$ cat config.mk
export PLATFORM = sky130hd
export DESIGN_NAME = seq_multiplier
export DESIGN_NICKNAME = d
export VERILOG_FILES = /design/src/rtl/seq_multiplier.sv
export SDC_FILE = /design/constraint.sdc
export NUM_CORES = 1
export LEC_CHECK = 0
export ABC_AREA = 1
export BUFFER_PORTS_ARGS = -buffer_cell sky130_fd_sc_hd__buf_2
export CELL_PAD_IN_SITES_DETAIL_PLACEMENT = 1
export CELL_PAD_IN_SITES_GLOBAL_PLACEMENT = 1
export CORE_ASPECT_RATIO = 0.75
export CORE_MARGIN = 1
export CORE_UTILIZATION = 44
export DETAILED_ROUTE_END_ITERATION = 16
export PLACE_DENSITY_LB_ADDON = 0.1
export SLEW_MARGIN = 0
export SYNTH_ARGS = -nofsm -noshare
export SYNTH_HDL_FRONTEND = slang
export SYNTH_SLANG_ARGS = --single-unit
$ cat constraint.sdc
create_clock -name clk -period 2.2 [get_ports clk]
set_clock_uncertainty 0.1 [all_clocks]
set_input_delay 0.33 -clock clk [delete_from_list [all_inputs] [get_ports clk]]
set_output_delay 0.33 -clock clk [all_outputs]
set_load 0.02 [all_outputs]
$ cat src/rtl/seq_multiplier.sv
// Iterative shift-add multiplier: WIDTH x WIDTH -> 2*WIDTH, signed or unsigned,
// one partial-product row per clock under a start/busy/done handshake.
module seq_multiplier #(
  parameter int unsigned WIDTH = 16
) (
  input  logic                 clk,
  input  logic                 rst_n,
  input  logic                 start,
  input  logic                 is_signed,
  input  logic [WIDTH-1:0]     a,
  input  logic [WIDTH-1:0]     b,
  output logic                 busy,
  output logic                 done,
  output logic [2*WIDTH-1:0]   product
);

  localparam int unsigned PW = 2 * WIDTH;
  localparam int unsigned CW = (WIDTH > 2) ? $clog2(WIDTH) : 1;

  typedef enum logic [1:0] {
    IDLE = 2'd0,
    CALC = 2'd1,
    FIN  = 2'd2
  } state_e;

  state_e           state_q, state_d;
  logic [PW-1:0]    ma_q, ma_d;
  logic [WIDTH-1:0] mb_q, mb_d;
  logic [PW-1:0]    acc_q, acc_d;
  logic [CW-1:0]    cnt_q, cnt_d;
  logic             neg_q, neg_d;
  logic             busy_q, busy_d;
  logic             done_q, done_d;
  logic [PW-1:0]    product_q, product_d;

  logic [WIDTH-1:0] a_mag, b_mag;

  // Operand magnitudes; the most negative value maps to unsigned 2^(WIDTH-1).
  always_comb begin
    a_mag = a;
    b_mag = b;
    if (is_signed && a[WIDTH-1]) a_mag = WIDTH'(-a);
    if (is_signed && b[WIDTH-1]) b_mag = WIDTH'(-b);
  end

  always_comb begin
    state_d   = state_q;
    ma_d      = ma_q;
    mb_d      = mb_q;
    acc_d     = acc_q;
    cnt_d     = cnt_q;
    neg_d     = neg_q;
    busy_d    = busy_q;
    done_d    = 1'b0;
    product_d = product_q;

    case (state_q)
      IDLE: begin
        busy_d = 1'b0;
        if (start) begin
          ma_d    = PW'(a_mag);
          mb_d    = b_mag;
          neg_d   = is_signed & (a[WIDTH-1] ^ b[WIDTH-1]);
          acc_d   = '0;
          cnt_d   = '0;
          busy_d  = 1'b1;
          state_d = CALC;
        end
      end
      CALC: begin
        if (mb_q[0]) acc_d = acc_q + ma_q;
        ma_d  = ma_q << 1;
        mb_d  = mb_q >> 1;
        cnt_d = cnt_q + CW'(1);
        if (cnt_q == CW'(WIDTH - 1)) state_d = FIN;
      end
      FIN: begin
        // Sign is applied once to the unsigned magnitude product.
        product_d = neg_q ? PW'(-acc_q) : acc_q;
        done_d    = 1'b1;
        busy_d    = 1'b0;
        state_d   = IDLE;
      end
      default: begin
        busy_d  = 1'b0;
        state_d = IDLE;
      end
    endcase
  end

  always_ff @(posedge clk or negedge rst_n) begin
    if (!rst_n) begin
      state_q   <= IDLE;
      ma_q      <= '0;
      mb_q      <= '0;
      acc_q     <= '0;
      cnt_q     <= '0;
      neg_q     <= 1'b0;
      busy_q    <= 1'b0;
      done_q    <= 1'b0;
      product_q <= '0;
    end else begin
      state_q   <= state_d;
      ma_q      <= ma_d;
      mb_q      <= mb_d;
      acc_q     <= acc_d;
      cnt_q     <= cnt_d;
      neg_q     <= neg_d;
      busy_q    <= busy_d;
      done_q    <= done_d;
      product_q <= product_d;
    end
  end

  assign busy    = busy_q;
  assign done    = done_q;
  assign product = product_q;

endmodule
==> reports/results.ini <==
[detailed_routing]
firstDrtPassIters = 5
dr_total_vias = 8721
ant_nets = 0
wl_per_cell_um = 17.1
drt_iter0_markers = 487
drt-total-wl_mm = 27.9
viasPerCell = 5.34
drc = 0

[worst_setup_path]
required_ns = 2.41
cp_common_cell = nand2_1
path_delay_family = simple AND/OR/NAND/NOR gates
slowest_stage = dfrtp_1
path_cells = ha_4 -> inv_1 -> fa_1 -> inv_2 -> nand3_1 -> nand3_2 -> nand2_1 -> nand2_2 -> nand2_1 -> nand3_1 -> nand2_1 -> nand3_1 -> nand2_1
path_depth = 13
crit_type = flop to flop
regToRegSetupSlack_ns = 0.12
endpoint_kind = flop
startpoint_type = flop
rr_worst_depth = 13
crit_buf_inv = 2
crit_start = ma_q[0]
r2r_end = acc_q[24]
crit_fanout = 5
cp-endpoint = acc_q[24]
slowest_delay_ns = 0.41
arrival_ns = 2.29
worstReg2RegStart = ma_q[0]

[timing]
min_period_ns = 2.08
setup_violations = 0
worst_slew_pin_slew_ns = 0.519
fin_crit_sh_pct = 94.5
setup_tns_ns = 0
relSlewSlack_pct = 65.4
rsz0062_at_grt = true
fmax_ghz = 0.481
finalHoldViolations = 0
slew_violations = 0

[outcome]
status = finished, final reports clean

[global_routing]
overflow = 0
grt_pass1_vias = 8836
grt_usage_pct = 29.5
grt_first_pass_wirelength_mm = 45.6
antenna_found_initial = 1
grt_max_degree = 46

[cells_and_area]
final_nets = 1445
drive_gt1_share_pct = 15.7
final_cell_mix = nand2_1, inv_1, dfrtp_1, nand3_1, nor2_1
final_common_cell = nand2_1
area.growth.synth_to_final_pct = 18.1
diodes = 0

[worst_hold_path]
min_path_type = primary input to flop
min_path_cells = 3

[logic_synthesis]
synth-edff-count = 0
ys_async_sr_fraction_pct = 100
yosysUniqueCellTypes = 41
synth-seq-cells = 121
synthTopCellsByArea = dfrtp_1, nand2_1, inv_1
ys.flop_type = dfrtp_1
yosysSeqAreaShare_pct = 35.2
synth_cells = 1278
yosys.area.top_type = dfrtp_1
yosys_warnings = 0
syn_nets = 1350
netlist.area_leader.share_pct = 35.2
synth_area_sq_mm = 0.00861
avgSynthCellArea_sq_um = 6.74

[clock_network]
clockBufferDepth = 2
cts.sinks = 121
cts_tree = yes
cts_root_buf = clkbuf_16
path_clk_slew_ns = 0.06
clock_latency_ns = 0.43
cts_made_buffers = 17
htreeDepth = 4
postCtsSetupBuffers = 0

[floorplan]
die_w_um = 164
core-area_sq_mm = 0.0188
pin_count = 70
rows = 43
die_h_um = 123
fp.dieArea_sq_mm = 0.0201
start_util_pct = 45.7

[power_and_ir_drop]
ir_drop_uv = 593
p_leak_uw = 0.00546
power_density_mw_per_mm2 = 1550
p_total_uw = 15800

[run]
maxCapViolCount = 0

[place]
dp_hpwl_mm = 21.6
place_congestion = 0.922
io_buffers = 69

## worst reg2reg max path: cells and delay by family, from the launching register on
family | cells | cell delay (ns)
DFF | 1 | 0.41
and+or+nand+nor | 9 | 0.76
adders and majority gates | 2 | 0.54
buffers and inverters | 2 | 0.16
## stage by stage
stage / area (sq um) / cells / hold slack (ns) / setup slack (ns) / utilization, %
2_1_floorplan: 8610 / 1278 / -0.0656 / 0.350 / -
3_3_place_gp: 9420 / 1600 / 0.235 / 0.123 / 50.0
3_5_place_dp: 9420 / 1600 / 0.232 / 0.0351 / 50.0
4_1_cts: 10100 / 1633 / 0.0977 / 0.0174 / 53.5
5_1_grt: 10200 / 1633 / 0.129 / -0.0216 / 54.0
6_report: 10200 / 1633 / 0.101 / 0.121 / 54.0
## Yosys cell counts (3+ instances only)
cell / number
nand4_1: 10
o211ai_1: 3
ha_1: 35
inv_2: 14
nor2_1: 93
or2_2: 3
a21oi_1: 42
nand2_1: 410
buf_4: 3
o21bai_1: 4
nand2_2: 16
nand3_1: 100
buf_2: 16
o21ai_1: 37
dfrtp_1: 121
nand3_2: 8
nor3_1: 6
clkbuf_1: 9
o21ai_0: 48
xnor2_1: 6
inv_1: 191
xor2_1: 18
o22ai_1: 22
nor2_4: 6
nor3_2: 4
a22oi_1: 27
nor2_2: 8
## final cells by class
cell class	instances	area [sq um]
fillers	2535	8670
multi-input cells	922	4740
flip-flops and latches	121	3030
inverters	205	769
repair buffers	106	666
clock buffers	19	453
well taps	247	309
clock inverters	13	194
## cell families (layout without fill, tap and decap cells)
logic type	after synthesis	in the layout	share of synthesized area (%)
AOI/OAI and AO/OA	191	191	12.7
and+or+nand+nor	671	671	33.7
xor gates and xnor gates	24	24	2.44
DFF	121	121	35.2
adders and majority gates	36	36	5.32
buffers and inverters	235	343	10.7
## flip-flops by register name, summed over array words and instances (netlist names)
signal,count
acc_q,32
busy,1
cnt_q,4
done,1
ma_q,32
mb_q,16
neg_q,1
product,32
state_q,2
## layer usage
layer | vias up | global-route usage, % | routed length (um)
li1 | 4277 | - | -
met1 | 4247 | 41.4 | 14100
met2 | 174 | 47.3 | 12300
met3 | 23 | 5.27 | 1140
met4 | 0 | 6.94 | 359
met5 | - | 0 | 0
## worst min path at each step
stage,start,end,slack (ns)
CTS,b[12],mb_q[12],0.1
global route,b[15],mb_q[15],0.13
global placement,rst_n,acc_q[3],0.23
floorplan,rst_n,acc_q[0],-0.07
finish,b[12],mb_q[12],0.10
detailed placement,rst_n,acc_q[3],0.23
## where the power goes
group | internal [uW] | leakage (uW) | switching [uW]
combinational | 3000 | 0.00365 | 5700
sequential | 3140 | 0.00151 | 854
clock | 1960 | 0.000302 | 1100
total | 8100 | 0.00546 | 7660
## what timing repair did
item / 4_1_cts / 5_1_grt
hold buffers: 1 / 0
pin swaps: 0 / 1
hold endpoints to repair: 32 / 0
resized for setup: 2 / 18
endpoints found under the setup margin: 2 / 14
Power figures use the tool's default switching activity.
